--- config.mk ---
export PLATFORM = sky130hd
export DESIGN_NAME = apb_master_arbiter
export DESIGN_NICKNAME = d
export VERILOG_FILES = /design/src/rtl/apb_pkg.sv /design/src/rtl/rr_arbiter.sv /design/src/rtl/apb_master_arbiter.sv
export SDC_FILE = /design/constraint.sdc
export NUM_CORES = 1
export LEC_CHECK = 0
export BUFFER_PORTS_ARGS = -buffer_cell sky130_fd_sc_hd__buf_4
export CELL_PAD_IN_SITES_DETAIL_PLACEMENT = 1
export CELL_PAD_IN_SITES_GLOBAL_PLACEMENT = 1
export CORE_MARGIN = 2
export CORE_UTILIZATION = 33
export CTS_CLUSTER_SIZE = 20
export DETAILED_ROUTE_END_ITERATION = 6
export PLACE_DENSITY_LB_ADDON = 0.08
export SYNTH_ARGS = -nofsm -noshare
export SYNTH_HDL_FRONTEND = slang
export SYNTH_SLANG_ARGS = --single-unit
export TNS_END_PERCENT = 100
--- constraint.sdc ---
create_clock -name pclk -period 2.7 [get_ports pclk]
set_clock_uncertainty 0.2 [all_clocks]
set_input_delay 0.405 -clock pclk [delete_from_list [all_inputs] [get_ports pclk]]
set_output_delay 0.405 -clock pclk [all_outputs]
set_load 0.02 [all_outputs]
--- src/rtl/apb_pkg.sv ---
// Shared types and constants for the APB master front-end.
package apb_pkg;

  typedef enum logic [1:0] {
    APB_IDLE   = 2'd0,
    APB_SETUP  = 2'd1,
    APB_ACCESS = 2'd2
  } apb_state_e;

  localparam int APB_ADDR_W = 32;
  localparam int APB_DATA_W = 32;

  // Index of requester 'off' places after 'base' on a ring of n requesters.
  function automatic int rr_wrap(input int base, input int off, input int n);
    return (base + off) % n;
  endfunction

endpackage

--- src/rtl/rr_arbiter.sv ---
// Round-robin arbiter: one-hot winner searched from the pointer; the pointer
// moves past the winner whenever the grant strobe is taken.
module rr_arbiter
  import apb_pkg::*;
#(
  parameter int N = 2
) (
  input  logic         clk,
  input  logic         rst_n,
  input  logic [N-1:0] req,
  input  logic         advance,
  output logic [N-1:0] gnt,
  output logic         any
);

  localparam int PW = (N > 1) ? $clog2(N) : 1;

  logic [PW-1:0] ptr_r;
  logic [PW-1:0] win_s;
  logic [PW-1:0] idx_s;
  logic          found_s;

  // Scan the ring starting at the pointer; the first active request wins.
  always_comb begin
    gnt     = '0;
    win_s   = ptr_r;
    idx_s   = ptr_r;
    found_s = 1'b0;
    for (int k = 0; k < N; k++) begin
      idx_s = PW'(rr_wrap(int'(ptr_r), k, N));
      if (!found_s && req[idx_s]) begin
        found_s    = 1'b1;
        gnt[idx_s] = 1'b1;
        win_s      = idx_s;
      end else begin
        found_s = found_s;
      end
    end
  end

  assign any = found_s;

  // Pointer register: next search starts just after the last winner.
  always_ff @(posedge clk or negedge rst_n) begin
    if (!rst_n) begin
      ptr_r <= '0;
    end else if (advance && found_s) begin
      ptr_r <= PW'(rr_wrap(int'(win_s), 1, N));
    end
  end

endmodule

--- src/rtl/apb_master_arbiter.sv ---
// APB3 master shared by NUM_REQ requesters: round-robin grant, then the
// IDLE -> SETUP -> ACCESS sequence with an ACCESS-phase stall timeout.
module apb_master_arbiter
  import apb_pkg::*;
#(
  parameter int NUM_REQ = 2,
  parameter int ADDR_W  = APB_ADDR_W,
  parameter int DATA_W  = APB_DATA_W,
  parameter int TIMEOUT = 16
) (
  input  logic                      pclk,
  input  logic                      presetn,
  input  logic [NUM_REQ-1:0]        req_valid,
  input  logic [NUM_REQ-1:0]        req_write,
  input  logic [NUM_REQ*ADDR_W-1:0] req_addr,
  input  logic [NUM_REQ*DATA_W-1:0] req_wdata,
  output logic [NUM_REQ-1:0]        rsp_valid,
  output logic [DATA_W-1:0]         rsp_rdata,
  output logic                      rsp_err,
  output logic                      busy,
  output logic [ADDR_W-1:0]         paddr,
  output logic                      psel,
  output logic                      penable,
  output logic                      pwrite,
  output logic [DATA_W-1:0]         pwdata,
  input  logic                      pready,
  input  logic [DATA_W-1:0]         prdata,
  input  logic                      pslverr
);

  localparam int CNT_W = $clog2(TIMEOUT + 1);

  apb_state_e          state_r, state_s;
  logic [NUM_REQ-1:0]  gnt_r, gnt_s;
  logic [CNT_W-1:0]    cnt_r, cnt_s;
  logic [NUM_REQ-1:0]  arb_gnt_s;
  logic                arb_any_s;
  logic                grant_s;
  logic [ADDR_W-1:0]   sel_addr_s, paddr_s;
  logic [DATA_W-1:0]   sel_wdata_s, pwdata_s;
  logic                sel_write_s, pwrite_s;
  logic [NUM_REQ-1:0]  rsp_valid_s;
  logic [DATA_W-1:0]   rsp_rdata_s;
  logic                rsp_err_s;

  rr_arbiter #(.N(NUM_REQ)) u_arb (
    .clk     (pclk),
    .rst_n   (presetn),
    .req     (req_valid),
    .advance (grant_s),
    .gnt     (arb_gnt_s),
    .any     (arb_any_s)
  );

  // One-hot mux of the winning requester's fields.
  always_comb begin
    sel_addr_s  = '0;
    sel_wdata_s = '0;
    sel_write_s = 1'b0;
    for (int i = 0; i < NUM_REQ; i++) begin
      sel_addr_s  = sel_addr_s  | (req_addr[i*ADDR_W +: ADDR_W]  & {ADDR_W{arb_gnt_s[i]}});
      sel_wdata_s = sel_wdata_s | (req_wdata[i*DATA_W +: DATA_W] & {DATA_W{arb_gnt_s[i]}});
      sel_write_s = sel_write_s | (req_write[i] & arb_gnt_s[i]);
    end
  end

  // Next state, captured transfer fields and completion response.
  always_comb begin
    state_s     = state_r;
    grant_s     = 1'b0;
    gnt_s       = gnt_r;
    cnt_s       = cnt_r;
    paddr_s     = paddr;
    pwrite_s    = pwrite;
    pwdata_s    = pwdata;
    rsp_valid_s = '0;
    rsp_rdata_s = '0;
    rsp_err_s   = 1'b0;
    case (state_r)
      APB_IDLE: begin
        // Holding off while a response is out lets its requester drop req_valid.
        if ((rsp_valid == '0) && arb_any_s) begin
          grant_s  = 1'b1;
          state_s  = APB_SETUP;
          gnt_s    = arb_gnt_s;
          paddr_s  = sel_addr_s;
          pwrite_s = sel_write_s;
          pwdata_s = sel_wdata_s;
        end else begin
          state_s = APB_IDLE;
        end
      end
      APB_SETUP: begin
        state_s = APB_ACCESS;
        cnt_s   = '0;
      end
      APB_ACCESS: begin
        if (pready) begin
          state_s     = APB_IDLE;
          cnt_s       = '0;
          rsp_valid_s = gnt_r;
          rsp_rdata_s = pwrite ? '0 : prdata;
          rsp_err_s   = pslverr;
        end else if (cnt_r == CNT_W'(TIMEOUT - 1)) begin
          state_s     = APB_IDLE;
          cnt_s       = '0;
          rsp_valid_s = gnt_r;
          rsp_err_s   = 1'b1;
        end else begin
          cnt_s = cnt_r + CNT_W'(1);
        end
      end
      default: begin
        state_s = APB_IDLE;
      end
    endcase
  end

  // State and all outputs are registered from the next-state values.
  always_ff @(posedge pclk or negedge presetn) begin
    if (!presetn) begin
      state_r   <= APB_IDLE;
      gnt_r     <= '0;
      cnt_r     <= '0;
      paddr     <= '0;
      pwrite    <= 1'b0;
      pwdata    <= '0;
      psel      <= 1'b0;
      penable   <= 1'b0;
      busy      <= 1'b0;
      rsp_valid <= '0;
      rsp_rdata <= '0;
      rsp_err   <= 1'b0;
    end else begin
      state_r   <= state_s;
      gnt_r     <= gnt_s;
      cnt_r     <= cnt_s;
      paddr     <= paddr_s;
      pwrite    <= pwrite_s;
      pwdata    <= pwdata_s;
      psel      <= (state_s != APB_IDLE);
      penable   <= (state_s == APB_ACCESS);
      busy      <= (state_s != APB_IDLE);
      rsp_valid <= rsp_valid_s;
      rsp_rdata <= rsp_rdata_s;
      rsp_err   <= rsp_err_s;
    end
  end

endmodule

==> results.tsv, run 1 <==
stage	metric	value	unit
cells_and_area	final_cell_mix	buf_4 (276), dfrtp_1 (112), a21boi_0 (65), a221o_1 (65), and2_1 (32)	
floorplanning	num_rows	43	
worst_setup_path	r2r_cells	6	
power_and_ir_drop	p_sw	2930	uW
sta	setup_violations	0	
logic_synthesis	syn_area	0.00468	sq mm
logic_synthesis	postSynthCellCount	361	
logic_synthesis	synth_area_leaders	dfrtp_1 (60%), a221o_1 (14%), a21boi_0 (10%)	
grt	track_usage	0.208	
logic_synthesis	synth_ff_type	dfrtp_1	
logic_synthesis	synth_edf_count	0	
clock_tree	htree_levels	3	
cells_and_area	diodes	0	
power_and_ir_drop	peakVddDrop	0.441	mV
worst_setup_path	crit_type	flop to flop	
job	cap_viol_max_count	0	
sta	period_minus_slack	2.31	ns
grt	antenna_found_initial	0	
worst_setup_path	r2r_slack	0.39	ns
logic_synthesis	ys_seq_area_frac	0.599	
placement	gp_congestion	0.746	
route	ant_nets	0	
worst_setup_path	r2r-end	pwdata[5]$_DFFE_PN0N_	
grt	first_global_vias	4398	
clock_tree	cts_num_sinks	112	
clock_tree	clk_latency	0.35	ns
cells_and_area	area_growth_syn_to_layout	55.0	%
logic_synthesis	synth_top_cell_by_area	dfrtp_1	
sta	period_share	0.854	
logic_synthesis	synth_async_sr_flop_share	1.00	
worst_setup_path	reg2reg_from	state_r[0]$_DFF_PN0_	
route	wl	16.2	mm
power_and_ir_drop	p_leak	0.00363	uW
worst_setup_path	required	2.73	ns
clock_tree	clk_path_buf_depth	2	
floorplanning	die_x	123	um
hold_path	hp-class	input pin to flop	
grt	grt_max_degree	69	
power_and_ir_drop	seq_power_share	0.331	
power_and_ir_drop	intPower	4900	uW
clock_tree	clkTransAtPathRegs	0.07	ns
power_and_ir_drop	switching_share	0.374	
clock_tree	cts_tree	done	
floorplanning	dieArea	0.0152	sq mm
placement	dpl.hpwl	11.7	mm
logic_synthesis	synth_cell_types	35	
route	firstDrtPassIters	5	
worst_setup_path	cp.arrival	2.33	ns
power_and_ir_drop	power	7840	uW
cells_and_area	drive_above_1_share	0.488	
hold_path	whs_path_depth	2	
sta	worstMarginPinSlew	0.493	ns
logic_synthesis	synth_top_area_share	0.599	
route	post_drt_via_cell_ratio	5.18	
clock_tree	root_buffer	clkbuf_16	
route	wire_per_inst	20.1	um
floorplanning	ios	271	
hold_path	min_from	prdata[16]	
cells_and_area	nets	792	
logic_synthesis	ys_warn_count	0	
power_and_ir_drop	p_comb_frac	0.473	
sta	max_clock_freq	434	MHz
placement	portBuffers	270	
sta	hold_violations	0	
cells_and_area	postLayoutCoreUtil	0.523	
sta	rsz0062_at_grt	false	
clock_tree	numCtsBuffers	9	
run_status	outcome	finished clean	
logic_synthesis	ys_ff_latch	112	
clock_tree	cts_resized	0	
sta	slew_viol_final	0	
floorplanning	die_h	123	um
worst_setup_path	crit_chain	inv_1, ha_1, nor3b_4, buf_4, a21boi_0, a221o_1	
power_and_ir_drop	p_clk_frac	0.196	
worst_setup_path	cpPeakStageDelay	0.48	ns
route	drcViolationCount	0	
route	first_iter_violations	167	
sta	finalSetupTns	0	ns
sta	max_slew_margin	0.671	
hold_path	hold_end	rsp_rdata[16]$_DFF_PN0_	
cells_and_area	mostFrequentLayoutCell	buf_4	
worst_setup_path	slowest_stage	buf_4	
floorplanning	initial_core_util	0.337	
route	num_vias	4168	
worst_setup_path	startpoint_type	flop	
floorplanning	core-area	0.0139	sq mm
grt	grt_pass1_wl	24.2	mm
worst_setup_path	end_kind	flop	
grt	overflow	0	
logic_synthesis	syn_area_per_cell	13.0	sq um
worst_setup_path	crit_fanout	47	
logic_synthesis	synth_fp_nets	533	
power_and_ir_drop	powerDensity	1080	mW/mm^2
## Yosys cell counts, drive strengths merged (3+ instances only)
cell	count
nor3b	3
nand2	4
inv	7
ha	4
clkbuf	17
nor2b	5
a221o	65
and2	32
nand3	4
dfrtp	112
a21boi	65
buf	17
nor2	3
a21oi	4
## layer usage
layer  wire length, um  vias to the layer above  GRT usage
li1                  -                     1878          -
met1              6420                     2093      0.252
met2              7910                      175      0.353
met3              1540                       22     0.0692
met4               327                        0     0.0661
met5                 0                        -          0
## sequential cells by signal, summed over array words and instances (netlist names)
signal and cells:
rsp_err 1, rsp_valid 2, paddr 32, pwdata 32, u_arb.ptr_r 1, cnt_r 5, pwrite 1, gnt_r 2
rsp_rdata 32, psel 1, state_r 2, penable 1
## worst max-delay path by stage
stage	startpoint	end	slack [ns]	cells after the start
2_1_floorplan	state_r[0]$_DFF_PN0_	paddr[16]$_DFFE_PN0N_	0.72	8
3_3_place_gp	state_r[0]$_DFF_PN0_	paddr[12]$_DFFE_PN0N_	0.56	6
3_5_place_dp	state_r[0]$_DFF_PN0_	paddr[18]$_DFFE_PN0N_	0.41	6
4_1_cts	state_r[0]$_DFF_PN0_	paddr[18]$_DFFE_PN0N_	0.40	6
5_1_grt	state_r[0]$_DFF_PN0_	pwdata[5]$_DFFE_PN0N_	0.25	6
6_report	state_r[0]$_DFF_PN0_	pwdata[5]$_DFFE_PN0N_	0.39	6
## critical path, delay by kind of cell, from the launching register on
| family | cells | cell delay [ns] |
|---|---|---|
| AO/OA/AOI/OAI | 2 | 0.49 |
| adder cells (fa/ha/maj) | 1 | 0.15 |
| buffers and inverters | 2 | 0.58 |
| flip-flops | 1 | 0.43 |
| AND/OR/NAND/NOR | 1 | 0.33 |
## cells by family after synthesis
family,share of synthesized area
adders and majority gates,0.0107
and+or+nand+nor,0.0754
muxes,0.00214
buffers and inverters,0.0454
DFF,0.599
AOI/OAI and AO/OA,0.268
## final cells by class
| cell class | instances | area, sq um |
|---|---|---|
| multi-input combinational | 208 | 1670 |
| clock buffer | 9 | 225 |
| inverter | 7 | 26.3 |
| fill | 1462 | 6630 |
| timing repair buffer | 282 | 2180 |
| sequential | 112 | 2800 |
| clock inverter | 7 | 119 |
| tap | 180 | 225 |
## power groups by stage
| stage | clock network, uW | registers, uW | logic, uW |
|---|---|---|---|
| 2_1_floorplan | 0 | 3220 | 1520 |
| 3_3_place_gp | 0 | 2600 | 3650 |
| 3_5_place_dp | 0 | 2620 | 3740 |
| 4_1_cts | 1590 | 2600 | 3750 |
| 5_1_grt | 1640 | 2660 | 4010 |
| 6_report | 1540 | 2590 | 3700 |
## timing repair
item	in CTS	in global routing
endpoints found under the hold margin	25	0
setup buffers	0	0
hold buffers	1	0
## through the flow
stage / instance area, sq um / hold WS [ns] / instances / setup WS [ns]
4_1_cts: 7250 / 0.0467 / 805 / 0.397
3_3_place_gp: 6900 / 0.156 / 788 / 0.560
2_1_floorplan: 4680 / -0.0906 / 361 / 0.725
6_report: 7250 / 0.0571 / 805 / 0.395
3_5_place_dp: 6900 / 0.171 / 788 / 0.406
5_1_grt: 7250 / 0.0559 / 805 / 0.248
Power figures use the tool's default switching activity.
==> inputs of run 2 (changes only) <==
CORE_UTILIZATION = 30   (was 33)
clock period = 1.99 ns   (was 2.7 ns; I/O delays follow)
==> results.tsv, run 2 <==
stage	metric	value	unit	change
logic_synthesis	synth_area_leaders	dfrtp_1 (60%), a221o_1 (14%), a21boi_0 (10%)		unchanged
logic_synthesis	yosysMostFrequentCell	dfrtp_1		unchanged
logic_synthesis	ys_warn_count	0		unchanged
logic_synthesis	syn_area_per_cell	13.0	sq um	unchanged
clock_tree	root_buffer	clkbuf_16		unchanged
logic_synthesis	ys_seq_area_frac	0.599		unchanged
run_status	tool.error	[ERROR RSZ-0060] Max buffer count reached.		
floorplanning	ios	271		unchanged
run_status	haltStage	4_1_cts		
floorplanning	die_h	129	um	was 123 um
logic_synthesis	synth_top_area_share	0.599		unchanged
floorplanning	initial_core_util	0.308		was 0.337
run_status	outcome	did not finish		was finished clean
logic_synthesis	synth_top_cell_by_area	dfrtp_1		unchanged
placement	portBuffers	270		unchanged
logic_synthesis	synth_fp_nets	533		unchanged
logic_synthesis	synth_async_sr_flop_share	1.00		unchanged
clock_tree	htree_levels	3		unchanged
clock_tree	cts_num_sinks	112		unchanged
placement	dpl.hpwl	12.2	mm	was 11.7 mm
clock_tree	numCtsBuffers	9		unchanged
floorplanning	num_rows	45		was 43
placement	gp_congestion	0.769		was 0.746
logic_synthesis	postSynthCellCount	361		unchanged
logic_synthesis	synth_edf_count	0		unchanged
placement	postPlaceCellArea	0.00695	sq mm	was 0.00690 sq mm
clock_tree	holdBufCountCts	165		was 1
clock_tree	clk_path_buf_depth	2		unchanged
logic_synthesis	ys_ff_latch	112		unchanged
logic_synthesis	synth_cell_types	35		unchanged
clock_tree	cts_resized	1		was 0
logic_synthesis	synth_top_cells_by_count	dfrtp_1 (112), a21boi_0 (65), a221o_1 (65)		unchanged
logic_synthesis	synth_ff_type	dfrtp_1		unchanged
clock_tree	post_cts_buffers	0		unchanged
logic_synthesis	syn_area	0.00468	sq mm	unchanged
floorplanning	die_x	129	um	was 123 um
[run 2: cell counts after synthesis]
Identical to the previous run, type by type.
[run 2: cells by family after synthesis]
kind of cell / after synthesis / synth area share
AOI/OAI and AO/OA: 146 / 0.268
DFF: 112 / 0.599
and+or+nand+nor: 57 / 0.0754
buffers and inverters: 41 / 0.0454
adders and majority gates: 4 / 0.0107
muxes: 1 / 0.00214
[run 2: stage by stage]
stage	setup WS (ns)	cells
floorplan	0.0145	361
detailed placement	-0.0130	803
global placement	0.0712	803
==> inputs of run 3 (changes only) <==
CELL_PAD_IN_SITES_DETAIL_PLACEMENT = unset   (was 1)
CELL_PAD_IN_SITES_GLOBAL_PLACEMENT = unset   (was 1)
CORE_UTILIZATION = 20   (was 30)
CTS_CLUSTER_SIZE = unset   (was 20)
PLACE_DENSITY_LB_ADDON = 0.15   (was 0.08)
clock period = 2.59 ns   (was 1.99 ns; I/O delays follow)
==> results.tsv, run 3 (same netlist as run 1, synthesis figures left out) <==
stage	metric	value	unit	change
run_status	outcome	finished clean		was did not finish
power_and_ir_drop	powerDensity	1090	mW/mm^2	
placement	dp_slack	0.407	ns	was -0.0130 ns
cells_and_area	mostFrequentLayoutCell	buf_4		
sta	rsz0062_at_grt	false		
job	cap_viol_max_count	0		
cells_and_area	area_growth_syn_to_layout	58.3	%	
route	first_iter_violations	216		
clock_tree	post_cts_buffers	0		unchanged
route	post_drt_via_cell_ratio	4.40		
sta	finalSetupTns	0	ns	
placement	dp.cells	922		was 803
grt	first_global_vias	4386		
floorplanning	num_rows	55		was 45
sta	max_slew_margin	0.613		
route	wl	16.3	mm	
cells_and_area	final_cell_mix	buf_4 (277), dfrtp_1 (112), a21boi_0 (65), a221o_1 (65), and2_1 (32)		
worst_setup_path	slowest_stage	buf_4		
floorplanning	dieArea	0.0246	sq mm	
clock_tree	root_buffer	clkbuf_16		unchanged
cells_and_area	diodes	0		
worst_setup_path	end_kind	flop		
power_and_ir_drop	p_comb_frac	0.471		
grt	grt_max_degree	50		
worst_setup_path	crit_fanout	48		
sta	hold_violations	0		
power_and_ir_drop	switching_share	0.379		
worst_setup_path	path_buf_inv	2		
power_and_ir_drop	p_leak	0.00363	uW	
floorplanning	core-area	0.0228	sq mm	
cells_and_area	largestRegisters	paddr x32, pwdata x32, rsp_rdata x32		
worst_setup_path	critPathTopFamily	buffers and inverters		
grt	track_usage	0.129		
worst_setup_path	cpPeakStageDelay	0.45	ns	
sta	max_clock_freq	451	MHz	
grt	grt_pass1_wl	24.5	mm	
clock_tree	numCtsBuffers	9		unchanged
cells_and_area	nets	793		
worst_setup_path	required	2.68	ns	
sta	slew_viol_final	0		
power_and_ir_drop	p_sw	3060	uW	
cells_and_area	instances_no_fill	939		
worst_setup_path	cp.arrival	2.30	ns	
route	num_vias	4131		
floorplanning	die_x	157	um	was 129 um
hold_path	whs_path_depth	2		
clock_tree	htree_levels	3		unchanged
sta	worstMarginPinSlew	0.580	ns	
power_and_ir_drop	power	8080	uW	
clock_tree	clk_path_buf_depth	2		unchanged
power_and_ir_drop	seq_power_share	0.335		
grt	antenna_found_initial	0		
clock_tree	clk_latency	0.35	ns	
route	firstDrtPassIters	4		
route	drcViolationCount	0		
worst_setup_path	crit_chain	inv_1, ha_1, nor3b_4, and3_2, buf_4, a221o_1		
power_and_ir_drop	p_clk_frac	0.194		
clock_tree	cts_tree	done		
grt	overflow	0		
worst_setup_path	r2r_cells	6		
floorplanning	die_h	157	um	was 129 um
route	ant_nets	0		
floorplanning	ios	271		unchanged
power_and_ir_drop	intPower	5020	uW	
hold_path	hp-class	input pin to flop		
sta	worst_slack	0.372	ns	
route	wire_per_inst	17.3	um	
floorplanning	initial_core_util	0.205		was 0.308
sta	period_minus_slack	2.22	ns	
cells_and_area	drive_above_1_share	0.487		
placement	portBuffers	270		unchanged
placement	dpl.hpwl	12.1	mm	was 12.2 mm
placement	gp_congestion	0.705		was 0.769
sta	period_share	0.856		
power_and_ir_drop	peakVddDrop	0.394	mV	
clock_tree	cts_num_sinks	112		unchanged
clock_tree	clkTransAtPathRegs	0.08	ns	
worst_setup_path	startpoint_type	flop		
sta	setup_violations	0		
worst_setup_path	crit_type	flop to flop		
worst_setup_path	path_depth	6		
[run 3: final timing paths]
path / start / end / slack [ns]
setup / recovery: state_r[0]$_DFF_PN0_ / paddr[28]$_DFFE_PN0N_ / 0.37
hold / removal: prdata[8] / rsp_rdata[8]$_DFF_PN0_ / 0.03
setup reg to reg: state_r[0]$_DFF_PN0_ / paddr[28]$_DFFE_PN0N_ / 0.37
hold reg to reg: gnt_r[0]$_DFFE_PN0N_ / gnt_r[0]$_DFFE_PN0N_ / 0.28
max in group asynchronous: presetn / pwdata[2]$_DFFE_PN0N_ / 1.20
min in group asynchronous: presetn / paddr[0]$_DFFE_PN0N_ / 0.37
[run 3: repair_timing]
| action | in CTS | in global routing |
|---|---|---|
| hold endpoints to repair | 34 | 0 |
| gates resized for setup | 0 | 0 |
| hold buffers | 1 | 0 |
[run 3: stage by stage]
step | hold WS (ns) | instance area (sq um) | util
6_report | 0.0347 | 7410 | 0.325
4_1_cts | 0.0110 | 7410 | 0.325
5_1_grt | 0.0143 | 7410 | 0.325
2_1_floorplan | -0.107 | 4680 | -
3_5_place_dp | 0.226 | 7070 | 0.311
3_3_place_gp | 0.229 | 7070 | 0.311
[run 3: final cells by class]
| type | count | area, sq um |
|---|---|---|
| Timing Repair Buffer | 283 | 2190 |
| Fill cell | 2305 | 15400 |
| Inverter | 7 | 26.3 |
| Sequential cell | 112 | 2800 |
| Clock inverter | 6 | 97.6 |
| Multi-Input combinational cell | 208 | 1670 |
| Tap cell | 313 | 392 |
| Clock buffer | 10 | 229 |
[run 3: metal layers]
| metal | share of wire | GRT usage | vias up |
|---|---|---|---|
| li1 | - | - | 1884 |
| met1 | 0.40 | 0.156 | 2020 |
| met2 | 0.46 | 0.206 | 210 |
| met3 | 0.12 | 0.0556 | 17 |
| met4 | 0.017 | 0.0428 | 0 |
| met5 | 0 | 0 | - |
[run 3: power by group through the flow]
stage	registers [uW]	logic, uW	clock network (uW)
floorplan	3360	1580	0
global placement	2740	3790	0
detailed placement	2740	3840	0
CTS	2720	3850	1630
global route	2790	4100	1700
finish	2710	3800	1570
==> inputs of run 4 (changes only) <==
clock period = 2.3 ns   (was 2.59 ns; I/O delays follow)
==> results.tsv, run 4 (same netlist as run 1, synthesis figures left out) <==
stage	metric	value	unit	change
run_status	outcome	finished clean		unchanged
cells_and_area	postLayoutCoreUtil	0.342		was 0.325
clock_tree	cts_tree	done		unchanged
placement	gp_congestion	0.732		was 0.705
cells_and_area	final_cell_mix	buf_4 (277), dfrtp_1 (112), a21boi_0 (65), a221o_1 (65), dlygate4sd3_1 (46)		was buf_4 (277), dfrtp_1 (112), a21boi_0 (65), a221o_1 (65), and2_1 (32)
route	num_vias	4312		was 4,131
floorplanning	num_rows	55		unchanged
route	wire_per_inst	16.9	um	was 17.3 um
power_and_ir_drop	powerDensity	1150	mW/mm^2	was 1090 mW/mm^2
route	drcViolationCount	0		unchanged
cells_and_area	diodes	0		unchanged
clock_tree	htree_levels	3		unchanged
job	cap_viol_max_count	0		unchanged
worst_setup_path	crit_fanout	30		was 48
floorplanning	core-area	0.0228	sq mm	unchanged
worst_setup_path	required	2.33	ns	was 2.68 ns
route	wl	16.6	mm	was 16.3 mm
cells_and_area	drive_above_1_share	0.454		was 0.487
route	post_drt_via_cell_ratio	4.39		was 4.40
floorplanning	initial_core_util	0.205		unchanged
floorplanning	dieArea	0.0246	sq mm	unchanged
sta	rsz0062_at_grt	false		unchanged
worst_setup_path	crit_type	flop to flop		unchanged
grt	overflow	0		unchanged
sta	finalSetupTns	0	ns	unchanged
sta	max_slew_margin	0.552		was 0.613
cells_and_area	final_area	0.00779	sq mm	was 0.00741 sq mm
sta	hold_violations	0		unchanged
cells_and_area	multiInputGateArea	0.00168	sq mm	was 0.00167 sq mm
cells_and_area	regArea	0.00280	sq mm	unchanged
worst_setup_path	r2r_slack	0.25	ns	was 0.37 ns
worst_setup_path	startpoint	state_r[0]$_DFF_PN0_		unchanged
clock_tree	root_buffer	clkbuf_16		unchanged
sta	worstMarginPinSlew	0.672	ns	was 0.580 ns
placement	dp.cells	921		was 922
cells_and_area	instances_no_fill	982		was 939
cells_and_area	fill_cells	2263		was 2,305
placement	portBuffers	270		unchanged
route	ant_nets	0		unchanged
grt	first_global_vias	4680		was 4,386
worst_setup_path	crit_end	paddr[21]$_DFFE_PN0N_		was paddr[28]$_DFFE_PN0N_
hold_path	min_from	prdata[14]		was prdata[8]
worst_setup_path	r2r_cells	6		unchanged
power_and_ir_drop	p_leak	0.00379	uW	was 0.00363 uW
grt	grt_pass1_wl	25.1	mm	was 24.5 mm
sta	period_share	0.892		was 0.856
route	firstDrtPassIters	4		unchanged
clock_tree	clkTransAtPathRegs	0.08	ns	about the same
clock_tree	numCtsBuffers	9		unchanged
floorplanning	die_x	157	um	unchanged
grt	track_usage	0.132		was 0.129
sta	max_clock_freq	487	MHz	was 451 MHz
clock_tree	cts_num_sinks	112		unchanged
clock_tree	clk_path_buf_depth	2		unchanged
clock_tree	clk_latency	0.35	ns	about the same
hold_path	hp-class	input pin to flop		unchanged
cells_and_area	nets	837		was 793
sta	setup_violations	0		unchanged
worst_setup_path	end_kind	flop		unchanged
sta	period_minus_slack	2.05	ns	was 2.22 ns
clock_tree	post_cts_buffers	0		unchanged
cells_and_area	mostFrequentLayoutCell	buf_4		unchanged
worst_setup_path	startpoint_type	flop		unchanged
placement	postPlaceCellArea	0.00705	sq mm	was 0.00707 sq mm
worst_setup_path	reg2reg_from	state_r[0]$_DFF_PN0_		unchanged
cells_and_area	largestRegisters	paddr x32, pwdata x32, rsp_rdata x32		unchanged
worst_setup_path	cp.arrival	2.09	ns	was 2.30 ns
grt	grt_max_degree	113		was 50
cells_and_area	area_growth_syn_to_layout	66.5	%	was 58.3%
sta	slew_viol_final	0		unchanged
floorplanning	die_h	157	um	unchanged
placement	dpl.hpwl	11.6	mm	was 12.1 mm
power_and_ir_drop	peakVddDrop	0.424	mV	was 0.394 mV
floorplanning	ios	271		unchanged
grt	antenna_found_initial	0		unchanged
route	first_iter_violations	254		was 216
worst_setup_path	r2r-end	paddr[21]$_DFFE_PN0N_		was paddr[28]$_DFFE_PN0N_
run 4: critical path: stages (launching register included):
cell and delay [ns]:
dfrtp_1 0.42, inv_1 0.09, ha_1 0.14, nor3b_4 0.25, buf_4 0.37, a21boi_0 0.18
a221o_1 0.28
run 4: report_power, final:
group | internal, uW | switching [uW]
clock network | 751 | 784
logic | 2080 | 2330
registers | 2660 | 373
run 4: layer usage:
metal	vias up	wire length (um)	share of wire	GRT usage
met5	-	0	0	0
met4	0	206	0.012	0.0345
met3	14	1520	0.091	0.0465
met2	203	8040	0.48	0.231
met1	2124	6870	0.41	0.154
li1	1971	-	-	-
run 4: worst min path at each step:
stage	endpoint	slack, ns	cells after the start
2_1_floorplan	cnt_r[0]$_DFFE_PN0P_	-0.15	0
3_3_place_gp	gnt_r[0]$_DFFE_PN0N_	0.26	1
3_5_place_dp	gnt_r[0]$_DFFE_PN0N_	0.27	1
4_1_cts	paddr[4]$_DFFE_PN0N_	0.00009	2
5_1_grt	paddr[8]$_DFFE_PN0N_	0.0007	2
6_report	rsp_rdata[14]$_DFF_PN0_	0.02	2
run 4: stage by stage:
| stage | hold WS, ns | worst slack, ns | total power [uW] |
|---|---|---|---|
| 2_1_floorplan | -0.151 | 0.325 | 5560 |
| 3_3_place_gp | 0.263 | 0.321 | 7390 |
| 3_5_place_dp | 0.267 | 0.246 | 7450 |
| 4_1_cts | 0.0000873 | 0.0786 | 9120 |
| 5_1_grt | 0.000739 | 0.116 | 9560 |
| 6_report | 0.0184 | 0.247 | 8970 |
run 4: cell type report:
type                            count  area share
Clock buffer                        9      0.0289
Clock inverter                      6     0.00658
Tap cell                          313      0.0503
Timing Repair Buffer              327       0.336
Inverter                            7     0.00337
Sequential cell                   112       0.360
Multi-Input combinational cell    208       0.215
run 4: repair_timing:
action	4_1_cts	5_1_grt
setup endpoints to repair	0	10
resized for setup	0	1
hold buffers	46	0
hold endpoints to repair	151	0
